**src/rtl/mult_serial_param.sv**
```systemverilog
// Parametrised shift-add multiplier: N x N -> 2N product, D multiplier bits per cycle,
// with start/busy/done handshake and per-operation signed/unsigned mode.
module mult_serial_param #(
    parameter int N = 16,
    parameter int D = 1
) (
    input  logic           clk,
    input  logic           rst,
    input  logic           start,
    input  logic           tc,
    input  logic [N-1:0]   g_input,
    input  logic [N-1:0]   e_input,
    output logic           busy,
    output logic           done,
    output logic [2*N-1:0] o
);

    localparam int W  = 2 * N;
    localparam int S  = N / D;
    localparam int CW = $clog2(S + 1);

    generate
        if (N < 2 || D < 1 || (N % D) != 0) begin : g_bad_params
            $error("mult_serial_param: need N >= 2, D >= 1 and N divisible by D");
        end
    endgenerate

    typedef enum logic {
        IDLE = 1'b0,
        RUN  = 1'b1
    } state_t;

    state_t          state_q, state_d;
    logic [W-1:0]    g_q, g_d;
    logic [N-1:0]    e_q, e_d;
    logic            tc_q, tc_d;
    logic [W-1:0]    acc_q, acc_d;
    logic [CW-1:0]   cnt_q, cnt_d;
    logic            busy_q, busy_d;
    logic            done_q, done_d;
    logic [W-1:0]    o_q, o_d;

    logic [W-1:0]    digit_s;
    logic            neg_s;
    logic [W-1:0]    corr_s;
    logic [W-1:0]    pp_s;
    logic [W-1:0]    sum_s;

    // Multiplicand widened to the product width, sign-extended only in signed mode.
    function automatic logic [W-1:0] extend(input logic [N-1:0] v, input logic s);
        return {{N{s & v[N-1]}}, v};
    endfunction

    // Partial product for the current digit; g_q is kept pre-shifted to the digit weight.
    always_comb begin
        digit_s = {{(W-D){1'b0}}, e_q[D-1:0]};
        // On the last step the top multiplier bit weighs -2^(N-1) in signed mode.
        neg_s   = tc_q & (cnt_q == CW'(1)) & e_q[D-1];
        corr_s  = neg_s ? (g_q << D) : {W{1'b0}};
        pp_s    = (g_q * digit_s) - corr_s;
        sum_s   = acc_q + pp_s;
    end

    // Next-state logic for the handshake FSM and datapath registers.
    always_comb begin
        state_d = state_q;
        g_d     = g_q;
        e_d     = e_q;
        tc_d    = tc_q;
        acc_d   = acc_q;
        cnt_d   = cnt_q;
        busy_d  = busy_q;
        done_d  = 1'b0;
        o_d     = o_q;
        case (state_q)
            IDLE: begin
                busy_d = 1'b0;
                if (start) begin
                    g_d     = extend(g_input, tc);
                    e_d     = e_input;
                    tc_d    = tc;
                    acc_d   = {W{1'b0}};
                    cnt_d   = CW'(S);
                    busy_d  = 1'b1;
                    state_d = RUN;
                end else begin
                    state_d = IDLE;
                end
            end
            RUN: begin
                acc_d = sum_s;
                g_d   = g_q << D;
                e_d   = e_q >> D;
                cnt_d = cnt_q - CW'(1);
                if (cnt_q == CW'(1)) begin
                    o_d     = sum_s;
                    done_d  = 1'b1;
                    busy_d  = 1'b0;
                    state_d = IDLE;
                    // A start on the completing edge chains the next product with no gap.
                    if (start) begin
                        g_d     = extend(g_input, tc);
                        e_d     = e_input;
                        tc_d    = tc;
                        acc_d   = {W{1'b0}};
                        cnt_d   = CW'(S);
                        busy_d  = 1'b1;
                        state_d = RUN;
                    end else begin
                        state_d = IDLE;
                    end
                end else begin
                    busy_d  = 1'b1;
                    state_d = RUN;
                end
            end
            default: begin
                state_d = IDLE;
                busy_d  = 1'b0;
            end
        endcase
    end

    // State and output registers with asynchronous abort.
    always_ff @(posedge clk or posedge rst) begin
        if (rst) begin
            state_q <= IDLE;
            g_q     <= {W{1'b0}};
            e_q     <= {N{1'b0}};
            tc_q    <= 1'b0;
            acc_q   <= {W{1'b0}};
            cnt_q   <= {CW{1'b0}};
            busy_q  <= 1'b0;
            done_q  <= 1'b0;
            o_q     <= {W{1'b0}};
        end else begin
            state_q <= state_d;
            g_q     <= g_d;
            e_q     <= e_d;
            tc_q    <= tc_d;
            acc_q   <= acc_d;
            cnt_q   <= cnt_d;
            busy_q  <= busy_d;
            done_q  <= done_d;
            o_q     <= o_d;
        end
    end

    assign busy = busy_q;
    assign done = done_q;
    assign o    = o_q;

endmodule

```
**config.mk**
```make
export PLATFORM = sky130hd
export DESIGN_NAME = mult_serial_param
export DESIGN_NICKNAME = d
export VERILOG_FILES = /design/src/rtl/mult_serial_param.sv
export SDC_FILE = /design/constraint.sdc
export NUM_CORES = 1
export LEC_CHECK = 0
export CAP_MARGIN = 10
export CORE_ASPECT_RATIO = 1.75
export CORE_MARGIN = 3
export CORE_UTILIZATION = 50
export CTS_CLUSTER_DIAMETER = 50
export DETAILED_ROUTE_END_ITERATION = 6
export PLACE_DENSITY = 0.71
export SYNTH_ARGS = -nofsm -noshare
export SYNTH_HDL_FRONTEND = slang
export SYNTH_SLANG_ARGS = --single-unit
```
**constraint.sdc**
```tcl
create_clock -name clk -period 5.35 [get_ports clk]
set_input_delay 1.3375 -clock clk [delete_from_list [all_inputs] [get_ports clk]]
set_output_delay 1.3375 -clock clk [all_outputs]
set_load 0.01 [all_outputs]
```
==> impl_metrics.env <==
export IMPL_status="completed"
export IMPL_ys_types=62
export IMPL_crit_path_max_incr_delay_ns=0.59
export IMPL_antenna_found_initial=0
export IMPL_syn_instance_count=882
export IMPL_dieArea_sq_mm=0.01784
export IMPL_worstMarginPinSlew_ns=0.8432
export IMPL_max_slew_margin_pct=43.66
export IMPL_synth_nets=981
export IMPL_ff2ff_path_depth=16
export IMPL_core_area_sq_mm=0.01588
export IMPL_synth_edf_count=0
export IMPL_r2r_start="cnt_q[1]$_DFFE_PP0P_"
export IMPL_ys_flop_type="dfrtp_1"
export IMPL_grt_max_degree=63
export IMPL_hold_path_class="register to register"
export IMPL_clk_path_buf_depth=2
export IMPL_period_minus_slack_ns=4.455
export IMPL_fin_worst_skew_ns=0.01036
export IMPL_ys_seq_area_share_pct=37.04
export IMPL_rows=61
export IMPL_synth_seq_cells=120
export IMPL_clk_pin_slew_ns=0.07
export IMPL_worstHoldStart="o[17]$_DFFE_PP0P_"
export IMPL_cts_max_level=4
export IMPL_grtUsageTotal_pct=24.66
export IMPL_cts_root_buf="clkbuf_16"
export IMPL_syn_area_sq_mm=0.008107
export IMPL_multi_input_area_sq_mm=0.004546
export IMPL_area_delta_synth_final_pct=17.60
export IMPL_crit_type="register to register"
export IMPL_dr_total_vias=6581
export IMPL_startpoint="cnt_q[1]$_DFFE_PP0P_"
export IMPL_fin_crit_sh_pct=83.27
export IMPL_nets=1034
export IMPL_worstSetupStartpointType="register"
export IMPL_die_h_um=174.4
export IMPL_slew_violations=0
export IMPL_seq_area_sq_mm=0.003003
export IMPL_routabilityCongestion=0.8913
export IMPL_cts_tree="built"
export IMPL_drcViolationCount=0
export IMPL_wl_um=20450
export IMPL_crit_fanout=16
export IMPL_setup_viol=0
export IMPL_wl_per_cell_um=17.98
export IMPL_async_flop_share_pct=100.0
export IMPL_synth_top_area_share_pct=37.04
export IMPL_layout_drive_gt1_share_pct=10.97
export IMPL_gr_total_overflow=0
export IMPL_hpwlAfterDp_um=14620
export IMPL_port_buffer_count=69
export IMPL_vias_per_cell=5.788
export IMPL_postCtsSetupBuffers=0
export IMPL_max_cap_violations=0
export IMPL_cts_buffers=17
export IMPL_grt_setup_unrepaired="false"
export IMPL_yosysWarnings=0
export IMPL_ctsResizeCount=0
export IMPL_grt_pass1_vias=6854
export IMPL_finalSetupTns_ns=0
export IMPL_cts_sinks=120
export IMPL_initial_core_util_pct=51.06
export IMPL_ios=70
export IMPL_antenna_diode_count=0
export IMPL_die_w_um=102.3
export IMPL_synth_avg_cell_area_sq_um=9.191
export IMPL_drtIter0Drc=301
export IMPL_fmax_ghz=0.2245
export IMPL_hold_viol_final=0
export IMPL_drtPass1Iterations=5
export IMPL_critical_path_required_ns=5.70
export IMPL_fill_cells=1409
export IMPL_cp_arrival_ns=4.80
export IMPL_hold_buffers=0
export IMPL_drtAntennaViolNets=0
export IMPL_synth_area_leaders="dfrtp_1 (37%), fa_1 (7.4%), mux2_2 (6.3%), ha_1 (5.1%), nand2_1 (4.9%)"
export IMPL_hold_depth=2
export IMPL_synth_area_leader_cell="dfrtp_1"
export IMPL_end_kind="register"
export IMPL_path_cells="inv_1, ha_1, nor4b_2, and3_1, buf_4, and2_1, fa_1, inv_1, ha_1, nand2_1, o21ai_0, a41oi_1, o31ai_1, o21ai_1, mux2_1, o211ai_1"
export IMPL_grt_pass1_wl_um=34570
export IMPL_insertion_delay_ns=0.43
export IMPL_cp_slowest_cell="and3_1"
## state kept, by name (all words and copies together), names as in the netlist
name / flops
o: 32
e_q: 16
g_q: 32
done: 1
cnt_q: 5
acc_q: 32
busy: 1
tc_q: 1
## metrics by stage
stage	setup WS, ns	hold WS [ns]	instance area [sq um]	utilization, %	instances
after floorplan	0.8267	0.4498	8107	-	882
after global placement	1.090	0.4606	8951	56.38	1105
after detailed placement	0.9828	0.4661	8951	56.38	1105
after CTS	0.9110	0.4797	9533	60.05	1137
after global routing	0.6169	0.5003	9533	60.05	1137
final	0.8951	0.4734	9533	60.05	1137
## kinds of logic (layout without fill, tap and decap cells)
group / after synthesis / after routing / synth area share [%]
AO/OA/AOI/OAI: 197 / 197 / 17.86
XOR/XNOR: 30 / 30 / 3.241
adder cells (fa/ha/maj): 63 / 63 / 12.50
buffers and inverters: 148 / 214 / 6.976
flip-flops: 120 / 120 / 37.04
multiplexers: 50 / 50 / 6.899
AND/OR/NAND/NOR: 274 / 274 / 15.48
## worst max-delay path, delay by kind of cell (launching register included)
kind                       cells  cell delay, ns
muxes                          1            0.34
adders and majority gates      3            0.79
DFF                            1            0.39
buffers and inverters          3            0.49
and+or+nand+nor                4            1.23
AOI/OAI and AO/OA              5            1.14
## cells in the mapped netlist, types with 2 or more instances
cell type / number
dfrtp_1: 120
nand2_1: 105
inv_1: 100
nor2_1: 78
mux2_2: 45
and2_1: 39
clkbuf_1: 35
a21oi_1: 34
ha_1: 33
o22ai_1: 31
fa_1: 30
a22o_1: 24
o21ai_0: 23
xnor2_1: 19
a221o_1: 16
a21o_1: 12
xor2_1: 11
and3_1: 10
buf_1: 10
nand4_1: 10
nor3_1: 10
o21bai_1: 10
nand3_1: 8
o211ai_1: 6
nand2b_1: 5
o21a_1: 5
o31ai_1: 5
o21ai_1: 4
a211oi_1: 3
mux2i_1: 3
a2111oi_4: 2
a32oi_1: 2
buf_2: 2
mux2_1: 2
o311ai_1: 2
or3_1: 2
## final timing paths
check | end | slack, ns
max | o[31]$_DFFE_PP0P_ | 0.90
min | o[17]$_DFFE_PP0P_ | 0.47
max reg2reg | o[31]$_DFFE_PP0P_ | 0.90
min reg2reg | o[17]$_DFFE_PP0P_ | 0.47
max in group asynchronous | o[10]$_DFFE_PP0P_ | 3.03
min in group asynchronous | g_q[30]$_DFFE_PP0P_ | 1.39
## layout make-up
cell class / instances / share of cell area (%)
Inverter: 100 / 3.964
Clock buffer: 17 / 4.463
Sequential cell: 120 / 31.50
Tap cell: 189 / 2.481
Multi-Input combinational cell: 614 / 47.68
Timing Repair Buffer: 82 / 8.269
Clock inverter: 15 / 1.641
## cells in the final DEF (no fill, tap or decap), types with 11 or more instances in the layout
master           netlist  layout
fa_1                  30      30
a22o_1                24      24
inv_1                100      99
a221o_1               16      16
a21oi_1               34      34
mux2_2                45      45
ha_1                  33      33
a21o_1                12      12
nand2_1              105     105
buf_4                  0      13
o22ai_1               31      31
dfrtp_1              120     120
clkdlybuf4s50_1        0      69
and2_1                39      39
clkbuf_16              0      17
nor2_1                78      77
xnor2_1               19      19
o21ai_0               23      23
xor2_1                11      11
## layer usage
layer	track usage [%]	vias to the layer above	share of wire (%)
met5	0	-	0
met4	9.250	0	3.1
met3	4.217	48	3.3
met2	43.97	147	54
met1	28.93	3260	39
li1	-	3126	-
Power is left out: the tool's default activity adds up to more than one toggle a clock period on the data nets, which glitch-free logic cannot reach.
